## config.mk

```make
export PLATFORM = sky130hd
export DESIGN_NAME = fifo_256_wr_arb
export DESIGN_NICKNAME = d
export VERILOG_FILES = /design/src/rtl/fifo_256_pkg.sv /design/src/rtl/fifo_256_wr_arb_rr_arb.sv /design/src/rtl/fifo_256_wr_arb.sv
export SDC_FILE = /design/constraint.sdc
export NUM_CORES = 1
export LEC_CHECK = 0
export BUFFER_PORTS_ARGS = -buffer_cell sky130_fd_sc_hd__buf_2
export CORE_AREA = 3 3 511 513
export DETAILED_ROUTE_END_ITERATION = 12
export DIE_AREA = 0 0 514 516
export GPL_ROUTABILITY_DRIVEN = 0
export PLACE_DENSITY = 0.3
export SYNTH_ARGS = -nofsm -noshare
export SYNTH_HDL_FRONTEND = slang
export SYNTH_SLANG_ARGS = --single-unit
```

## constraint.sdc

```tcl
create_clock -name clk -period 9.5 [get_ports clk]
set_input_delay 0.95 -clock clk [delete_from_list [all_inputs] [get_ports clk]]
set_output_delay 0.95 -clock clk [all_outputs]
set_load 0.005 [all_outputs]
```

## src/rtl/fifo_256_pkg.sv

```systemverilog
// Shared constants and helpers for the fifo_256 write-side logic.
package fifo_256_pkg;

    localparam int WORD_W  = 16;
    localparam int N_WORDS = 16;
    localparam int BUS_W   = WORD_W * N_WORDS;

    // Raw size field 0 stands for a full 16-word write.
    function automatic logic [4:0] size2words(input logic [3:0] s);
        return (s == 4'd0) ? 5'd16 : {1'b0, s};
    endfunction

endpackage

```

## src/rtl/fifo_256_wr_arb_rr_arb.sv

```systemverilog
// Combinational round-robin picker: first eligible index at or after ptr, wrapping.
module rr_arb #(
    parameter int N  = 4,
    parameter int IW = $clog2(N)
) (
    input  logic [N-1:0]  elig,
    input  logic [IW-1:0] ptr,
    output logic [N-1:0]  gnt,
    output logic [IW-1:0] gnt_idx,
    output logic          any
);

    logic [N-1:0]   hi_mask;
    logic [2*N-1:0] dbl;

    always_comb begin
        // Low half keeps only indices >= ptr, high half is the wrapped-around copy.
        hi_mask = ~((N'(1) << ptr) - N'(1));
        dbl     = {elig, elig & hi_mask};
        any     = 1'b0;
        gnt_idx = '0;
        gnt     = '0;
        for (int unsigned k = 0; k < 2 * N; k++) begin
            if (!any && dbl[k]) begin
                any     = 1'b1;
                gnt_idx = (k >= N) ? IW'(k - N) : IW'(k);
            end
        end
        if (any) begin
            gnt[gnt_idx] = 1'b1;
        end
    end

endmodule

```

## src/rtl/fifo_256_wr_arb.sv

```systemverilog
// Round-robin, credit-gated scheduler sharing the fifo_256 wide write port.
module fifo_256_wr_arb
    import fifo_256_pkg::*;
#(
    parameter int N_REQ      = 4,
    parameter int FIFO_WORDS = 256,
    parameter int CW         = $clog2(FIFO_WORDS + 1)
) (
    input  logic                       clk,
    input  logic                       reset_p,
    input  logic [N_REQ-1:0]           req_valid,
    output logic [N_REQ-1:0]           req_ready,
    input  logic [N_REQ*BUS_W-1:0]     req_data,
    input  logic [N_REQ*4-1:0]         req_size,
    output logic [BUS_W-1:0]           fifo_data_o,
    output logic [3:0]                 fifo_size_o,
    output logic                       fifo_we_o,
    input  logic                       fifo_rd_i,
    input  logic                       fifo_full_i,
    output logic [CW-1:0]              credit_o,
    output logic [$clog2(N_REQ)-1:0]   grant_id_o,
    output logic                       err_o
);

    localparam int IW = $clog2(N_REQ);

    logic [N_REQ-1:0] elig;
    logic [N_REQ-1:0] gnt;
    logic [IW-1:0]    gnt_idx;
    logic             any;

    logic [CW-1:0]    credit_q, credit_d;
    logic [IW-1:0]    ptr_q, ptr_d;
    logic             err_q, err_d;
    logic [BUS_W-1:0] data_q, data_d;
    logic [3:0]       size_q, size_d;
    logic [IW-1:0]    id_q, id_d;
    logic             we_q, we_d;

    logic [3:0]       gsize;
    logic [4:0]       gwords;
    logic             rd_ok;

    always_comb begin
        for (int unsigned i = 0; i < N_REQ; i++) begin
            elig[i] = req_valid[i]
                   && (CW'(size2words(req_size[i*4 +: 4])) <= credit_q)
                   && !fifo_full_i
                   && !reset_p;
        end
    end

    rr_arb #(
        .N  (N_REQ),
        .IW (IW)
    ) u_rr_arb (
        .elig    (elig),
        .ptr     (ptr_q),
        .gnt     (gnt),
        .gnt_idx (gnt_idx),
        .any     (any)
    );

    assign req_ready = gnt;

    always_comb begin
        gsize  = req_size[int'(gnt_idx)*4 +: 4];
        gwords = size2words(gsize);
        // A read while already at full credit cannot return a word; flag it instead.
        rd_ok  = fifo_rd_i && (credit_q != CW'(FIFO_WORDS));

        credit_d = credit_q - (any ? CW'(gwords) : '0) + (rd_ok ? CW'(1) : '0);
        err_d    = err_q | (fifo_rd_i & ~rd_ok);

        ptr_d = ptr_q;
        if (any) begin
            ptr_d = (gnt_idx == IW'(N_REQ - 1)) ? '0 : gnt_idx + IW'(1);
        end

        we_d   = any;
        data_d = any ? req_data[int'(gnt_idx)*BUS_W +: BUS_W] : data_q;
        size_d = any ? gsize : size_q;
        id_d   = any ? gnt_idx : id_q;
    end

    always_ff @(posedge clk) begin
        if (reset_p) begin
            credit_q <= CW'(FIFO_WORDS);
            ptr_q    <= '0;
            err_q    <= 1'b0;
            we_q     <= 1'b0;
            data_q   <= '0;
            size_q   <= '0;
            id_q     <= '0;
        end else begin
            credit_q <= credit_d;
            ptr_q    <= ptr_d;
            err_q    <= err_d;
            we_q     <= we_d;
            data_q   <= data_d;
            size_q   <= size_d;
            id_q     <= id_d;
        end
    end

    assign credit_o    = credit_q;
    assign err_o       = err_q;
    assign fifo_we_o   = we_q;
    assign fifo_data_o = data_q;
    assign fifo_size_o = size_q;
    assign grant_id_o  = id_q;

endmodule
```

==> flow_metrics.env, run 1 <==
export IMPL_status="completed"
export IMPL_holdWs_ns=0.485
export IMPL_dieWidth_um=514
export IMPL_tightest_slew_ns=1.07
export IMPL_die_y_um=516
export IMPL_finalCritPeriodShare=0.671
export IMPL_viasPerCell=3.47
export IMPL_synth_seq_area_share=0.302
export IMPL_synthSimpleGateAreaFrac=0.297
export IMPL_grtUsageTotal=0.146
export IMPL_cts_max_level=2
export IMPL_port_buffer_count=1324
export IMPL_synth_top_area_cell="dfxtp_1"
export IMPL_cts_setup_buffers=0
export IMPL_coreArea_mm2=0.257
export IMPL_fin_tns_setup_ns=0
export IMPL_insertion_delay_ns=0.66
export IMPL_relSlewSlack=0.285
export IMPL_yosysWarnings=0
export IMPL_vias=24400
export IMPL_synthAdderAreaFrac=0.0286
export IMPL_synth_compound_area_frac=0.172
export IMPL_grt_pass1_vias=24300
export IMPL_syn_area_per_cell_um2=7.73
export IMPL_pwr_share_clk=0.241
export IMPL_seq_power_share=0.251
export IMPL_maxCapViolCount=0
export IMPL_holdBufCountCts=0
export IMPL_dieArea_mm2=0.265
export IMPL_async_flop_share=0
export IMPL_netSwitchingFraction=0.447
export IMPL_finalSetupViolCount=0
export IMPL_internal_power_uw=4370
export IMPL_fmax_mhz=157
export IMPL_finalHoldViolations=0
export IMPL_synth_xor_area_frac=0.00240
export IMPL_grt_overflow=0
export IMPL_grt_max_degree=155
export IMPL_synth_mux_area_frac=0.135
export IMPL_place_area_mm2=0.0283
export IMPL_rsz0062_at_grt="no"
export IMPL_synth_nets=3447
export IMPL_vdd_drop_max_v=0.000116
export IMPL_power_net_switching_uw=3540
export IMPL_layout_nets=4609
export IMPL_drt_iter0_drc=1606
export IMPL_crit_path_max_fanout=94
export IMPL_drv_slew=0
export IMPL_ys_ff_latch=275
export IMPL_grt_pass1_wl_mm=255
export IMPL_synth_edf_count=0
export IMPL_p_leak_uw=0.0138
export IMPL_combPwrFrac=0.508
export IMPL_ant_nets=0
export IMPL_worst_setup_path_type="primary input to flip-flop"
export IMPL_fillerInstances=30200
export IMPL_hpwl_mm=175
export IMPL_final_area_mm2=0.0301
export IMPL_area_sequential_mm2=0.00551
export IMPL_cts_buffer_depth=3
export IMPL_cts_sinks=275
export IMPL_end_kind="flip-flop"
export IMPL_hold_class="flip-flop to flip-flop"
export IMPL_yosysTopAreaCellShare=0.302
export IMPL_synth_top_family_by_area="simple AND/OR/NAND/NOR gates"
export IMPL_synthFlopType="dfxtp_1"
export IMPL_antenna_found_initial=275
export IMPL_wl_per_cell_um=29.0
export IMPL_multi_input_area_mm2=0.0116
export IMPL_synth_cell_area_mm2=0.0182
export IMPL_clk_root_buffer_cell="clkbuf_16"
export IMPL_crit_required_ns=10.01
export IMPL_clk_pin_slew_ns=0.06
export IMPL_drive_gt1_frac=0.433
export IMPL_clock_skew_final_ns=0.0516
export IMPL_syn2layout_area_growth_pct=65.4
export IMPL_drt_wl_total_mm=204
export IMPL_critPathArrivalTime_ns=6.88
export IMPL_syn_inst=2358
export IMPL_pwr_density_cell_mw_per_mm2=263
export IMPL_ctsResizeCount=0
export IMPL_synthTopCellsByArea="dfxtp_1 (30%), nand2_1 (13%), nand3_1 (8.5%)"
export IMPL_io_pins=1325
export IMPL_synth_cell_type_count=57
export IMPL_crit_path_start_kind="primary input"
export IMPL_num_rows=186
export IMPL_drt_pass1_iter_count=5
export IMPL_tritoncts="yes"
export IMPL_start_util=0.0710
export IMPL_numCtsBuffers=44
export IMPL_drc_errors=0
export IMPL_min_period_ns=6.37
[flip-flops by register name, indices dropped and copies added, names as in the netlist]
| name | cells |
|---|---|
| fifo_data_o | 256 |
| credit_o | 9 |
| fifo_size_o | 4 |
| grant_id_o | 2 |
| ptr_q | 2 |
| err_o | 1 |
| fifo_we_o | 1 |
[power by group through the flow]
stage	clock network, µW	logic, µW	registers (µW)
final	1900	4020	1990
after global routing	2030	4380	2040
after CTS	2010	4150	1990
after detailed placement	0	4140	2010
after global placement	0	4140	2000
after floorplan	0	2030	1980
[cell type report]
class,count,share of cell area
antenna,84,0.00698
clock buffer,56,0.0407
clock inverter,24,0.0122
inverter,26,0.00399
multi-input combinational,1820,0.385
sequential,275,0.183
tap,3384,0.141
timing repair buffer,1353,0.228
[synthesized netlist by cell type (all sizes together) (11+ instances only)]
master	number
a31o	153
nor2	17
nor3b	154
buf	92
nand3	310
mux2i	106
clkbuf	145
dfxtp	275
a22oi	103
nand2	631
mux2	104
o22ai	104
ha	40
a21oi	18
o21ai	11
inv	26
[metal layers]
layer | GRT usage | up-vias | share of wire
li1 | - | 10900 | -
met4 | 0.0463 | 176 | 0.035
met3 | 0.0700 | 492 | 0.12
met2 | 0.243 | 1406 | 0.46
met1 | 0.164 | 11400 | 0.38
met5 | 0 | - | 0.0054
[cells in the final DEF, fill, tap and decap left out, types with 60 or more instances in the layout]
master / instances
buf_2: 1323
nand2_1: 629
nand3_1: 310
dfxtp_1: 275
nor3b_1: 153
a31o_1: 153
mux2i_1: 106
o22ai_1: 104
a22oi_1: 103
diode_2: 84
mux2_4: 60
[logic make-up (layout without fill, tap and decap cells)]
| group | count (synthesis) | in the layout |
|---|---|---|
| buffers and inverters | 263 | 1459 |
| multiplexers | 210 | 210 |
| other | 0 | 84 |
| flip-flops | 275 | 275 |
| AND/OR/NAND/NOR | 1150 | 1150 |
| AO/OA/AOI/OAI | 414 | 414 |
| adder cells (fa/ha/maj) | 41 | 41 |
| XOR/XNOR | 5 | 5 |
[path summary, 6_finish.rpt]
check / depth (start not counted) / startpoint / slack (ns) / endpoint
max: 27 / req_size[1] / 3.13 / credit_o[8]
min: 2 / fifo_size_o[0] / 0.49 / fifo_size_o[0]
max reg2reg: 26 / credit_o[4] / 3.25 / credit_o[8]
min reg2reg: 2 / fifo_size_o[0] / 0.49 / fifo_size_o[0]
[worst max-delay path, stage by stage]
cell,delay [ns]
buf_2,0.13
nor4_1,0.30
ha_1,0.30
and3_1,0.20
a41o_1,0.24
a21oi_1,0.22
nor2_1,0.18
a211o_4,0.39
nor2_8,0.59
inv_8,0.42
o21ai_1,0.33
o221ai_1,0.20
inv_1,0.12
ha_1,0.23
inv_1,0.07
ha_1,0.16
inv_1,0.06
fa_1,0.42
nor2b_1,0.16
o21ai_0,0.11
nand2b_1,0.12
a21oi_1,0.08
o21bai_1,0.19
a21oi_1,0.10
nor2_1,0.13
nor3_1,0.06
or3_1,0.29
[stage by stage]
step                      utilization  setup slack [ns]  power [µW]  std cells
after floorplan                     -              3.98        4010       2358
after global routing            0.117              2.56        8450       6987
after global placement          0.110              2.44        6140       6858
final                           0.117              3.13        7910       7022
after CTS                       0.117              3.14        8150       6938
after detailed placement        0.110              2.41        6150       6858
Power figures use the tool's default switching activity.
==> run 2, diff against run 1 <==
==> constraint.sdc (replaced) <==
create_clock -name clk -period 5.15 [get_ports clk]
set_input_delay 0.515 -clock clk [delete_from_list [all_inputs] [get_ports clk]]
set_output_delay 0.515 -clock clk [all_outputs]
set_load 0.005 [all_outputs]
==> flow_metrics.env, run 2 (synthesized netlist as in run 1, its figures left out) <==
export IMPL_status="completed"
export IMPL_relSlewSlack=0.268
export IMPL_antenna_found_initial=282
export IMPL_die_y_um=516
export IMPL_holdBufCountCts=0
export IMPL_multi_input_area_mm2=0.0116
export IMPL_clock_skew_final_ns=0.0398
export IMPL_cts_max_level=2
export IMPL_start_util=0.0710
export IMPL_grt_pass1_wl_mm=255
export IMPL_port_buffer_count=1324
export IMPL_finalPower_uw=14700
export IMPL_wl_per_cell_um=28.6
export IMPL_maxCapViolCount=0
export IMPL_critPathArrivalTime_ns=4.24
export IMPL_drc_errors=0
export IMPL_clk_pin_slew_ns=0.06
export IMPL_grt_overflow=0
export IMPL_min_period_ns=4.76
export IMPL_final_common_cell="buf_2"
export IMPL_io_pins=1325
export IMPL_post_place_ws_ns=-0.321
export IMPL_coreArea_mm2=0.257
export IMPL_drive_gt1_frac=0.445
export IMPL_area_sequential_mm2=0.00551
export IMPL_cts_sinks=275
export IMPL_fmax_mhz=210
export IMPL_pwr_density_cell_mw_per_mm2=476
export IMPL_clk_root_buffer_cell="clkbuf_16"
export IMPL_layout_nets=4694
export IMPL_hpwl_mm=175
export IMPL_p_leak_uw=0.0142
export IMPL_cts_buffer_depth=3
export IMPL_insertion_delay_ns=0.66
export IMPL_ant_nets=0
export IMPL_finalHoldViolations=0
export IMPL_drv_slew=0
export IMPL_numCtsBuffers=46
export IMPL_vdd_drop_max_v=0.000219
export IMPL_worst_setup_path_type="flip-flop to output port"
export IMPL_hold_depth=3
export IMPL_setup_slack_ns=0.394
export IMPL_grt_max_degree=157
export IMPL_grtUsageTotal=0.146
export IMPL_final_cell_mix="buf_2 (1,323), nand2_1 (629), nand3_1 (310)"
export IMPL_r2r_slack_ns=0.40
export IMPL_grt_pass1_vias=24500
export IMPL_largest_register_ffs=256
export IMPL_tritoncts="yes"
export IMPL_crit_path_max_fanout=34
export IMPL_drt_wl_total_mm=203
export IMPL_finalSetupViolCount=0
export IMPL_num_rows=186
export IMPL_fin_util=0.120
export IMPL_vias=24600
export IMPL_place_area_mm2=0.0290
export IMPL_ff2ff_path_depth=21
export IMPL_dieWidth_um=514
export IMPL_dieArea_mm2=0.265
export IMPL_final_area_mm2=0.0308
export IMPL_end_kind="output port"
export IMPL_hold_class="primary input to flip-flop"
export IMPL_viasPerCell=3.46
export IMPL_drt_iter0_drc=1575
export IMPL_tightest_slew_ns=1.10
export IMPL_crit_required_ns=4.64
export IMPL_fillerInstances=30200
export IMPL_drt_pass1_iter_count=5
export IMPL_finalCritPeriodShare=0.923
export IMPL_syn2layout_area_growth_pct=69.1
export IMPL_crit_path_start_kind="flip-flop"
-- run 2: changes by cell type in the layout (fill, tap and decap cells not counted), sizes merged --
| cell | previous run | this run |
|---|---|---|
| buf | 1353 | 1436 |
| clkbuf | 56 | 69 |
| clkinvlp | 3 | 0 |
| clkinv | 10 | 5 |
| diode | 84 | 79 |
| bufinv | 9 | 5 |
-- run 2: final cells by class --
cell class                 instances  share of cell area
multi-input combinational       1820               0.377
tap                             3384               0.137
antenna                           79             0.00642
timing repair buffer            1436               0.247
sequential                       275               0.179
inverter                          26             0.00390
clock buffer                      69              0.0434
clock inverter                    12             0.00662
-- run 2: path summary, 6_finish.rpt --
kind             startpoint         endpoint
max             credit_o[3]     req_ready[0]
min            req_data[99]  fifo_data_o[99]
max reg2reg     credit_o[3]      credit_o[8]
min reg2reg  fifo_size_o[0]   fifo_size_o[0]
-- run 2: routing by layer --
| layer | part of all wire | global-route usage | wire [µm] |
|---|---|---|---|
| met2 | 0.46 | 0.243 | 94200 |
| met1 | 0.38 | 0.162 | 76400 |
| met3 | 0.12 | 0.0710 | 24400 |
| met4 | 0.036 | 0.0482 | 7250 |
| met5 | 0.0053 | 0 | 1070 |
-- run 2: power by group --
group | switching, µW | internal (µW) | total, µW
sequential | 518 | 3100 | 3620
clock | 1350 | 2030 | 3380
combinational | 4580 | 3100 | 7670
-- run 2: per-stage QoR --
step                      cells  hold slack, ns   TNS, ns
final                      7101           0.127         0
after global placement     6941           0.449    -0.640
after detailed placement   6941           0.455    -0.386
after floorplan            2358           0.439         0
after CTS                  7022          0.0314         0
after global routing       7060          0.0976  -0.00327
-- run 2: repair_timing --
| item | in CTS | in global routing |
|---|---|---|
| setup endpoints to repair | 0 | 1 |
| setup buffers | 0 | 0 |
| gates resized for setup | 0 | 4 |
| hold endpoints to repair | 0 | 0 |
-- run 2: critical path, stage by stage (launching register included) --
cell and delay [ns]:
dfxtp_1 0.34, inv_1 0.12, ha_1 0.33, and3_1 0.20, and3_1 0.18, a221o_1 0.36, nand2_1 0.17, o2bb2ai_2 0.23
nor2_8 0.09, inv_8 0.08, buf_4 0.26, buf_4 0.54, ha_1 0.35, and2_1 0.18, buf_2 0.12
